### src/rtl/apple1_ram_arbiter.sv
// Shares the Apple-1 RAM between the CPU and the host download stream.
// The CPU always wins. Download bytes queue in a small FIFO and drain into
// RAM in cycles where the CPU makes no in-range access.
module apple1_ram_arbiter #(
    parameter int unsigned RAM_AW     = 13,
    parameter int unsigned FIFO_DEPTH = 4,
    parameter bit          HOLD_CPU   = 1'b1
) (
    input  logic              clk_sys,
    input  logic              reset,
    input  logic [15:0]       cpu_addr,
    input  logic [7:0]        cpu_wdata,
    input  logic              cpu_rd,
    input  logic              cpu_wr,
    output logic [7:0]        cpu_rdata,
    input  logic              dl_active,
    input  logic              dl_wr,
    input  logic [15:0]       dl_addr,
    input  logic [7:0]        dl_data,
    output logic [RAM_AW-1:0] ram_addr,
    output logic [7:0]        ram_din,
    output logic              ram_we,
    input  logic [7:0]        ram_dout,
    output logic              cpu_hold,
    output logic              dl_busy,
    output logic              dl_done,
    output logic              dl_overflow,
    output logic              dl_range_err,
    output logic [15:0]       dl_count
);

    localparam int unsigned PW = (FIFO_DEPTH > 1) ? $clog2(FIFO_DEPTH) : 1;
    localparam int unsigned CW = PW + 1;
    localparam int unsigned EW = RAM_AW + 8;

    typedef enum logic [1:0] {
        S_IDLE,
        S_LOAD,
        S_DRAIN,
        S_DONE
    } state_t;

    state_t          state;
    state_t          state_nx;

    logic [EW-1:0]   fifo_mem [FIFO_DEPTH];
    logic [PW-1:0]   wr_ptr;
    logic [PW-1:0]   rd_ptr;
    logic [CW-1:0]   fifo_count;
    logic [EW-1:0]   head;

    logic            dl_active_q;
    logic            dl_rise;
    logic            cpu_acc;
    logic            dl_in_range;
    logic            fifo_empty;
    logic            fifo_full;
    logic            pop;
    logic            push;
    logic            ovf_set;
    logic            rerr_set;

    // Access classification and FIFO handshake
    always_comb begin
        cpu_acc     = (cpu_rd | cpu_wr) && (cpu_addr[15:RAM_AW] == '0);
        dl_in_range = (dl_addr[15:RAM_AW] == '0);
        fifo_empty  = (fifo_count == '0);
        fifo_full   = (fifo_count == CW'(FIFO_DEPTH));
        pop         = ~fifo_empty & ~cpu_acc;
        push        = dl_wr & dl_in_range & (~fifo_full | pop);
        ovf_set     = dl_wr & dl_in_range & fifo_full & ~pop;
        rerr_set    = dl_wr & ~dl_in_range;
        dl_rise     = dl_active & ~dl_active_q;
        head        = fifo_mem[rd_ptr];
    end

    // FIFO payload storage; contents need no reset, occupancy is tracked separately
    always_ff @(posedge clk_sys) begin
        if (push) begin
            fifo_mem[wr_ptr] <= {dl_addr[RAM_AW-1:0], dl_data};
        end
    end

    // FIFO pointers and occupancy
    always_ff @(posedge clk_sys or posedge reset) begin
        if (reset) begin
            wr_ptr     <= '0;
            rd_ptr     <= '0;
            fifo_count <= '0;
        end else begin
            if (push) begin
                wr_ptr <= wr_ptr + PW'(1);
            end
            if (pop) begin
                rd_ptr <= rd_ptr + PW'(1);
            end
            if (push && !pop) begin
                fifo_count <= fifo_count + CW'(1);
            end else if (pop && !push) begin
                fifo_count <= fifo_count - CW'(1);
            end
        end
    end

    // Load state register
    always_ff @(posedge clk_sys or posedge reset) begin
        if (reset) begin
            state <= S_IDLE;
        end else begin
            state <= state_nx;
        end
    end

    // Load sequencing
    always_comb begin
        state_nx = state;
        case (state)
            S_IDLE:  if (dl_active) state_nx = S_LOAD;
            S_LOAD:  if (!dl_active) state_nx = S_DRAIN;
            S_DRAIN: begin
                if (dl_active) begin
                    state_nx = S_LOAD;
                end else if (fifo_empty) begin
                    state_nx = S_DONE;
                end
            end
            S_DONE:  state_nx = S_IDLE;
            default: state_nx = S_IDLE;
        endcase
    end

    // Registered status; busy/done track the state, hold lags it by one cycle
    always_ff @(posedge clk_sys or posedge reset) begin
        if (reset) begin
            dl_active_q <= 1'b0;
            cpu_hold    <= 1'b0;
            dl_busy     <= 1'b0;
            dl_done     <= 1'b0;
        end else begin
            dl_active_q <= dl_active;
            cpu_hold    <= HOLD_CPU && ((state == S_LOAD) || (state == S_DRAIN));
            dl_busy     <= (state_nx != S_IDLE);
            dl_done     <= (state_nx == S_DONE);
        end
    end

    // Per-load statistics; a new load clears them, events in the same cycle still count
    always_ff @(posedge clk_sys or posedge reset) begin
        if (reset) begin
            dl_overflow  <= 1'b0;
            dl_range_err <= 1'b0;
            dl_count     <= '0;
        end else begin
            dl_overflow  <= (dl_overflow & ~dl_rise) | ovf_set;
            dl_range_err <= (dl_range_err & ~dl_rise) | rerr_set;
            dl_count     <= (dl_rise ? 16'd0 : dl_count) + 16'(pop);
        end
    end

    // RAM port mux: CPU first, then FIFO head, otherwise park on the CPU address
    always_comb begin
        ram_addr = cpu_addr[RAM_AW-1:0];
        ram_din  = cpu_wdata;
        ram_we   = 1'b0;
        if (cpu_acc) begin
            ram_we = cpu_wr;
        end else if (pop) begin
            ram_addr = head[EW-1:8];
            ram_din  = head[7:0];
            ram_we   = 1'b1;
        end
        if (reset) begin
            ram_we = 1'b0;
        end
    end

    assign cpu_rdata = ram_dout;

endmodule

### config.mk
export PLATFORM = sky130hd
export DESIGN_NAME = apple1_ram_arbiter
export DESIGN_NICKNAME = d
export VERILOG_FILES = /design/src/rtl/apple1_ram_arbiter.sv
export SDC_FILE = /design/constraint.sdc
export NUM_CORES = 1
export LEC_CHECK = 0
export CAP_MARGIN = 10
export CORE_ASPECT_RATIO = 1.4
export CORE_MARGIN = 5
export CORE_UTILIZATION = 54
export CTS_BUF_LIST = sky130_fd_sc_hd__clkbuf_16
export DETAILED_ROUTE_END_ITERATION = 10
export PLACE_DENSITY = 0.86
export SYNTH_ARGS = -nofsm -noshare
export SYNTH_HDL_FRONTEND = slang
export SYNTH_SLANG_ARGS = --single-unit
### constraint.sdc
create_clock -name clk_sys -period 8.33 [get_ports clk_sys]
set_clock_uncertainty 0.1 [all_clocks]
set_input_delay 1.2495 -clock clk_sys [delete_from_list [all_inputs] [get_ports clk_sys]]
set_output_delay 1.2495 -clock clk_sys [all_outputs]
set_load 0.005 [all_outputs]
# == Yosys cells after proc, flatten, opt, wreduce, memory -nomap -nowiden ==
# Memory sizes are Yosys's and may differ from the RTL's.
# Cells that the tools add are included.
# op_classes
addsub,5
eq_ne,5
muxes,17
bitwise_logic,20
reduce_logical,12
# ops
operator,count
$mux W13,2
$add A16 B1 Y16,1
$mux W16,1
$mux W8,2
$and A1 B1 Y1,9
$logic_not A3 Y1,3
$mux W2,4
$pmux W2 S4,1
$not A1 Y1,7
$eq A2 B2 Y1 const B,3
$mux W3,2
$mux W1,5
$add A2 B1 Y2 const B,2
$or A1 B1 Y1,4
$reduce_bool A2 Y1,2
$add A3 B1 Y3 const B,1
$eq A3 B3 Y1 const B,1
$logic_and A1 B1 Y1,3
$sub A3 B1 Y3 const B,1
$eq A2 B1 Y1 const B,1
$logic_not A1 Y1,2
$logic_not A2 Y1,1
$logic_or A1 B1 Y1,1
# word_totals
regBits,31
ram_bits,84
output_inout_bits,51
n_memories,1
# memory_table
memory,depth,width,rd,rd_clocked_by_memory_dff,write_ports,line,text
fifo_mem,4,21,1,0,1,46,logic [EW-1:0] fifo_mem [FIFO_DEPTH];

# == Depth between registers and ports, before layout ==
# Gate-level depths: netlist of the first run.
# depth
word_depth,10
ltp_mapped,11
ltp_nobuf,9

# == Least setup slack after synthesis of the first run ==
# No wires, ideal clock.
# synth_timing
path_kind,input to register
startpoint,in cpu_rd
endpoint,reg dl_count[12]
setup_ps,78
arrival_time_ps,3608
setup_slack_ps,4544
path_stages,11
path_buffers,3
path_cell_list,nor2_1 o41a_1 clkbuf_1 buf_2 ha_1 ha_1 nand3_1 or4b_1 buf_2 or3_1 a21oi_1
# synth_between
elab_chain_cells,5
# synth_rtl
item,line,text
"start, declared",13,"input logic cpu_rd,"
$or A1 B1 Y1,65,cpu_acc = (cpu_rd | cpu_wr) && (cpu_addr[15:RAM_AW] == '0);
$logic_and A1 B1 Y1,65,
$not A1 Y1,69,pop = ~fifo_empty & ~cpu_acc;
$and A1 B1 Y1,69,
via pop,58,logic pop;
$add A16 B1 Y16,156,dl_count <= (dl_rise ? 16'd0 : dl_count) + 16'(pop);
"end signal, assigned",156,
"end, declared",29,output logic [15:0] dl_count
# The timed path passes the listed nets, and every way through them passes these cells.
# A chain may end at the register's enable or synchronous reset.

# == Worst setup path after layout of the first run ==
# layout_timing
startpoint,in cpu_wr
endpoint,out ram_addr[4]
# layout_between
elab_chain_cells,6
# layout_rtl
item,line,text
"start, declared",14,"input logic cpu_wr,"
$or A1 B1 Y1 (*),65,
$logic_and A1 B1 Y1 (*),65,
$not A1 Y1,69,
$and A1 B1 Y1,69,
$mux W13,167,end else if (pop) begin
$mux W13 (*),165,if (cpu_acc) begin
"end, declared",20,"output logic [RAM_AW-1:0] ram_addr,"
# Mark *: on every way between the ends. The rest lies on a longest branch, timed or not.

==> results of run 1 <==
-- sequential cells by signal, indices dropped and copies added, names as in the netlist, 2 cells and up --
register    flops
wr_ptr          2
dl_count       16
rd_ptr          2
fifo_count      3
fifo_mem       84
state           2
-- kinds of logic after synthesis --
logic type / Yosys count / synth area share [%]
flip-flops: 115 / 67.49
AND/OR/NAND/NOR: 53 / 5.812
multiplexers: 45 / 15.18
buffers and inverters: 33 / 3.277
AO/OA/AOI/OAI: 24 / 3.123
XOR/XNOR: 12 / 2.151
adder cells (fa/ha/maj): 11 / 2.970
-- cell usage after synthesis, types with 2 or more instances --
| library cell | instances |
|---|---|
| clkbuf_1 | 6 |
| xnor2_1 | 6 |
| and2_1 | 6 |
| a31oi_1 | 2 |
| nor3_1 | 2 |
| edfxtp_1 | 84 |
| or3_1 | 6 |
| o31ai_1 | 2 |
| o21ai_0 | 7 |
| mux4_2 | 21 |
| a21oi_1 | 7 |
| buf_2 | 5 |
| nand2b_1 | 2 |
| nor2b_1 | 2 |
| buf_4 | 8 |
| and4_1 | 2 |
| mux2_2 | 23 |
| xor2_1 | 6 |
| dfrtp_1 | 31 |
| nand2_1 | 11 |
| nand3_1 | 4 |
| inv_1 | 13 |
| nor4_1 | 2 |
| nor2_1 | 11 |
| ha_1 | 10 |
-- power breakdown --
part | internal (W) | switching [W] | leakage, nW
sequential | 0.000669 | 0.0000633 | 1.16
combinational | 0.000367 | 0.000211 | 0.932
clock | 0.000435 | 0.000251 | 0.266
-- per-stage QoR --
step / setup WS [ns] / instance area [um^2] / total power [W]
after floorplan: 4.544 / 4887 / 0.001062
after global placement: 3.389 / 5886 / 0.001306
after detailed placement: 3.370 / 5886 / 0.001325
after CTS: 3.365 / 6452 / 0.002019
after global routing: 3.256 / 6480 / 0.002093
final: 3.407 / 6480 / 0.001996
-- critical path, delay by kind of cell --
family	cells	cell delay [ns]
buffers and inverters	3	1.23
AO/OA/AOI/OAI	1	0.59
multiplexers	1	0.37
AND/OR/NAND/NOR	1	0.13
-- final timing paths --
path                                endpoint  cells past startpoint
min in group asynchronous            dl_done                      2
worst max-delay path             ram_addr[4]                      6
worst min-delay path             dl_overflow                      1
worst max register to register  dl_count[12]                      8
max in group asynchronous          rd_ptr[1]                      3
worst min register to register   dl_overflow                      1
-- area by class of cell --
type / count / area (um^2)
timing repair buffer: 99 / 1003
multi-input combinational: 145 / 1429
fill: 572 / 2446
sequential: 115 / 3298
clock buffer: 17 / 425.4
clock inverter: 14 / 141.4
inverter: 13 / 48.80
tap: 107 / 133.9
-- metal layers --
layer  vias up  wire length (um)  global-route usage, %
met5         -                 0                      0
met4         0                97                  6.797
met3        11               573                  6.131
met2       106              4974                  30.54
met1      1421              3945                  21.43
li1       1311                 -                      -
==> results.ini, run 1 <==
[sta]
fmax_mhz = 203.1
min_period_ns = 4.923
period_share_pct = 59.10
drv_slew = 0
setup_tns_ns = 0
hold_slack_ns = 0.4036
slew-limit-headroom_pct = 25.60
tightest_slew_ns = 1.116
timing_hold_violations_final = 0
setup_viol = 0
rsz0062_at_grt = no

[power]
p_per_area_nw_per_um2 = 308.1
leakage_nw = 2.353
peakVddDrop_uv = 272.4

[floorplanning]
io_pins = 113
dieArea_um2 = 11080
start_util_pct = 54.75
die_height_um = 122.6
rows = 41
fp.coreArea_um2 = 8926
die_x_um = 90.40

[logic_synthesis]
synth_cell_types = 39
synth-main-ff-cell = edfxtp_1
synthArstFlopShare_pct = 26.96
syn_area_um2 = 4887
synth_top_area_share_pct = 51.61
ys_seq_area_share_pct = 67.49
synth_top_cells_by_area = edfxtp_1, dfrtp_1, mux4_2
ys_warn_count = 0
yosys.area.top_type = edfxtp_1
synth-seq-cells = 115
synth_edf_count = 84
syn_nets = 366
syn_inst = 293
syn_area_per_cell_um2 = 16.68

[drt]
drt_wl_total_um = 9591
dr.pass1.iters = 4
wl_per_cell_um = 18.81
drtIter0Drc = 133
drt.antenna.violating_nets = 0
drc = 0
vias_per_cell = 5.586
vias = 2849

[finish]
stdcell_count = 510
antenna_cells = 0
fin_nets = 464
final_cell_mix = clkdlybuf4s50_1, edfxtp_1, dfrtp_1, mux2_2, mux4_2
layout_commonest_cell = clkdlybuf4s50_1
fin_util_pct = 72.60
drive_gt1_share_pct = 18.86
area_growth_pct = 32.59

[worst_setup_path]
crit_chain = clkdlybuf4s50_1 > nor2_1 > o41a_1 > buf_4 > mux2_2 > clkdlybuf4s50_1
arrival_ns = 3.57
timing.rr.start = fifo_count[0]
cp_slowest_cell = o41a_1
r2r_slack_ns = 5.05
cpMostUsedCell = clkdlybuf4s50_1
cp.required_ns = 6.98
cp-start-kind = primary input
critPathLaunch = cpu_wr
endpoint_kind = output port
path_class = in -> out
cp_max_fo = 14
critPathMaxStageDelay_ns = 0.59

[grt]
grt_max_degree = 32
grt_pass1_wl_um = 15120
grt_pass1_vias = 3036
antenna_found_initial = 0
grt.overflow.total = 0
grt_usage_pct = 18.02

[placed_design]
dp_hpwl_um = 6418
port_buffers = 96
place_inst = 478
place_congestion = 0.7716

[cts]
htree_levels = 4
post_cts_buffers = 0
cts_tree = yes
cts_inserted_buffers = 17
cts.sinks = 115
clk_pin_slew_ns = 0.05
clk_latency_ns = 0.40
cts_hold_buf = 0
clock_path_buffers = 2
cts_root_buf = clkbuf_16
cts_resized = 0

[status]
outcome = finished, final reports clean

[job]
maxCapViolations = 0

[worst_hold_path]
hp-class = reg -> reg
min_from = dl_overflow

No activity file was read; power rests on OpenSTA's default activity.
==> run 2, diff against run 1 <==
Settings changed: CORE_UTILIZATION 54 to 50, PLACE_DENSITY 0.86 to 0.81.
Clock period 8.33 ns to 4.6 ns, I/O delays scaled along.
==> run 2 against run 1 <==
Core utilization decreased by 3.4 points. Global-route usage decreased by 0.98 points. First-iteration DRC count decreased by 3.8%. Non-clock buffer count increased by 5. Routed wire length decreased by 2.0%. Count of clock-buffer cells in the layout unchanged. Sequential power increased by 80%. Critical path type is now reg -> out. Critical endpoint is now ram_addr[12]. Largest power group is now clock. Highest routed layer unchanged.
==> results.ini, run 2 (synthesis results as in run 1) <==
[status]
outcome = finished, final reports clean

[grt]
grt_usage_pct = 17.04  ; -0.98 points
grt.overflow.total = 0  ; unchanged
grt_pass1_wl_um = 15150  ; +0.19%
grt_pass1_vias = 3001  ; -1.2%
antenna_found_initial = 0  ; unchanged
grt_max_degree = 32  ; unchanged

[finish]
area_growth_pct = 34.59
final_cell_mix = clkdlybuf4s50_1, edfxtp_1, dfrtp_1, mux2_2, mux4_2
drive_gt1_share_pct = 20.05  ; +1.2 points
fin_util_pct = 69.15  ; -3.4 points
antenna_cells = 0  ; unchanged
register_area_um2 = 3298  ; unchanged
stdcell_count = 541  ; +6.1%
fin_nets = 469  ; +1.1%
fillers = 601  ; +5.1%
reg_top3 = fifo_mem: 84 flops, dl_count: 16 flops, fifo_count: 3 flops
multi_input_area_um2 = 1429  ; unchanged
largest-register = fifo_mem
stdcell_area_um2 = 6578  ; +1.5%
layout_commonest_cell = clkdlybuf4s50_1
largest_reg_flops = 84  ; unchanged

[cts]
cts_inserted_buffers = 17  ; unchanged
clk_latency_ns = 0.40  ; about the same
cts_resized = 0  ; unchanged
clk_pin_slew_ns = 0.05  ; about the same
cts_root_buf = clkbuf_16
cts_hold_buf = 0  ; unchanged
htree_levels = 4  ; unchanged
cts.sinks = 115  ; unchanged
clock_path_buffers = 2  ; unchanged
post_cts_buffers = 0  ; unchanged
cts_tree = yes

[worst_setup_path]
cp_slowest_cell = dfrtp_1
cp-start-kind = flop
reg2reg_depth = 9  ; +1
crit_chain = mux4_2 > mux2_2 > clkdlybuf4s50_1
cp_max_fo = 22  ; +8
arrival_ns = 2.58  ; -0.99 ns
cp.required_ns = 3.81  ; -3.17 ns
path_class = reg -> out
critPathMaxStageDelay_ns = 1.01  ; +0.42 ns
endpoint_kind = output port

[drt]
wl_met3_um = 611  ; +6.6%
drtIter0Drc = 128  ; -3.8%
drt_wl_total_um = 9399  ; -2.0%
drt-met1-wl_um = 3804  ; -3.6%
vias_per_cell = 5.285  ; -5.4%
vias = 2859  ; +0.35%
drc = 0  ; unchanged
wl_per_cell_um = 17.37  ; -7.6%
wl_met2_um = 4827  ; -3.0%
routed.top_layer = met4
dr.pass1.iters = 5  ; +1
drt.antenna.violating_nets = 0  ; unchanged

[placed_design]
place_congestion = 0.7955  ; +3.1%
dp_hpwl_um = 6284  ; -2.1%
place_inst = 509  ; +6.5%
postPlaceCellArea_um2 = 5962  ; +1.3%
port_buffers = 96  ; unchanged

[floorplanning]
die_height_um = 127.0  ; +3.6%
rows = 42  ; +2.4%
io_pins = 113  ; unchanged
fp.coreArea_um2 = 9512  ; +6.6%
start_util_pct = 51.38  ; -3.4 points
die_x_um = 93.56  ; +3.5%
dieArea_um2 = 11880  ; +7.2%

[job]
maxCapViolations = 0  ; unchanged

[sta]
drv_slew = 0  ; unchanged
setup_tns_ns = 0  ; unchanged
period_share_pct = 73.35
tightest_slew_ns = 1.024  ; -0.09202 ns
slew-limit-headroom_pct = 31.73  ; +6.1 points
rsz0062_at_grt = no
timing_hold_violations_final = 0  ; unchanged
setup_viol = 0  ; unchanged
fmax_mhz = 296.4
min_period_ns = 3.374

[power]
leakage_nw = 2.399  ; +2.0%
p_per_area_nw_per_um2 = 564.5  ; +83%
peakVddDrop_uv = 352.9  ; +30%
report.power.total_w = 0.003713  ; +86%

[worst_hold_path]
holdPathStages = 2  ; +1
hp-class = reg -> reg

## run 2: cell type report
class	count	area share, %
multi-input cells	145	21.72
repair buffers	104	15.52
flip-flops and latches	115	50.14
inverters	13	0.7419
clock inverters	15	2.891
well taps	132	2.511
clock buffers	17	6.468
## run 2: final timing paths
check | from | end | slack (ns)
worst max-delay path | rd_ptr[1] | ram_addr[12] | 1.23
worst min-delay path | dl_range_err | dl_range_err | 0.39
worst max register to register | fifo_count[0] | dl_count[12] | 1.64
worst min register to register | dl_range_err | dl_range_err | 0.39
max in group asynchronous | reset | rd_ptr[1] | 3.48
min in group asynchronous | reset | state[1] | 0.62
## run 2: layer usage
layer	vias up	track usage [%]
li1	1317	-
met1	1419	20.63
met2	110	28.05
met3	13	5.353
met4	0	7.483
met5	-	0
## run 2: metrics by stage
stage / hold slack (ns) / setup slack [ns]
after detailed placement: 0.3840 / 1.045
after global placement: 0.3719 / 1.147
after global routing: 0.4452 / 1.094
after floorplan: 0.3733 / 1.374
final: 0.3898 / 1.226
after CTS: 0.3950 / 1.171
## run 2: power by group
part           switching (W)  leakage (nW)  total [W]  internal, W
clock network       0.000442         0.294    0.00134     0.000899
registers           0.000110          1.16    0.00132      0.00121
logic               0.000384         0.950    0.00105     0.000668
## run 2: worst max-delay path, delay by kind of cell (launching register included)
kind,cells,cell delay [ns]
DFF,1,1.01
buffers and inverters,1,0.47
muxes,2,0.69
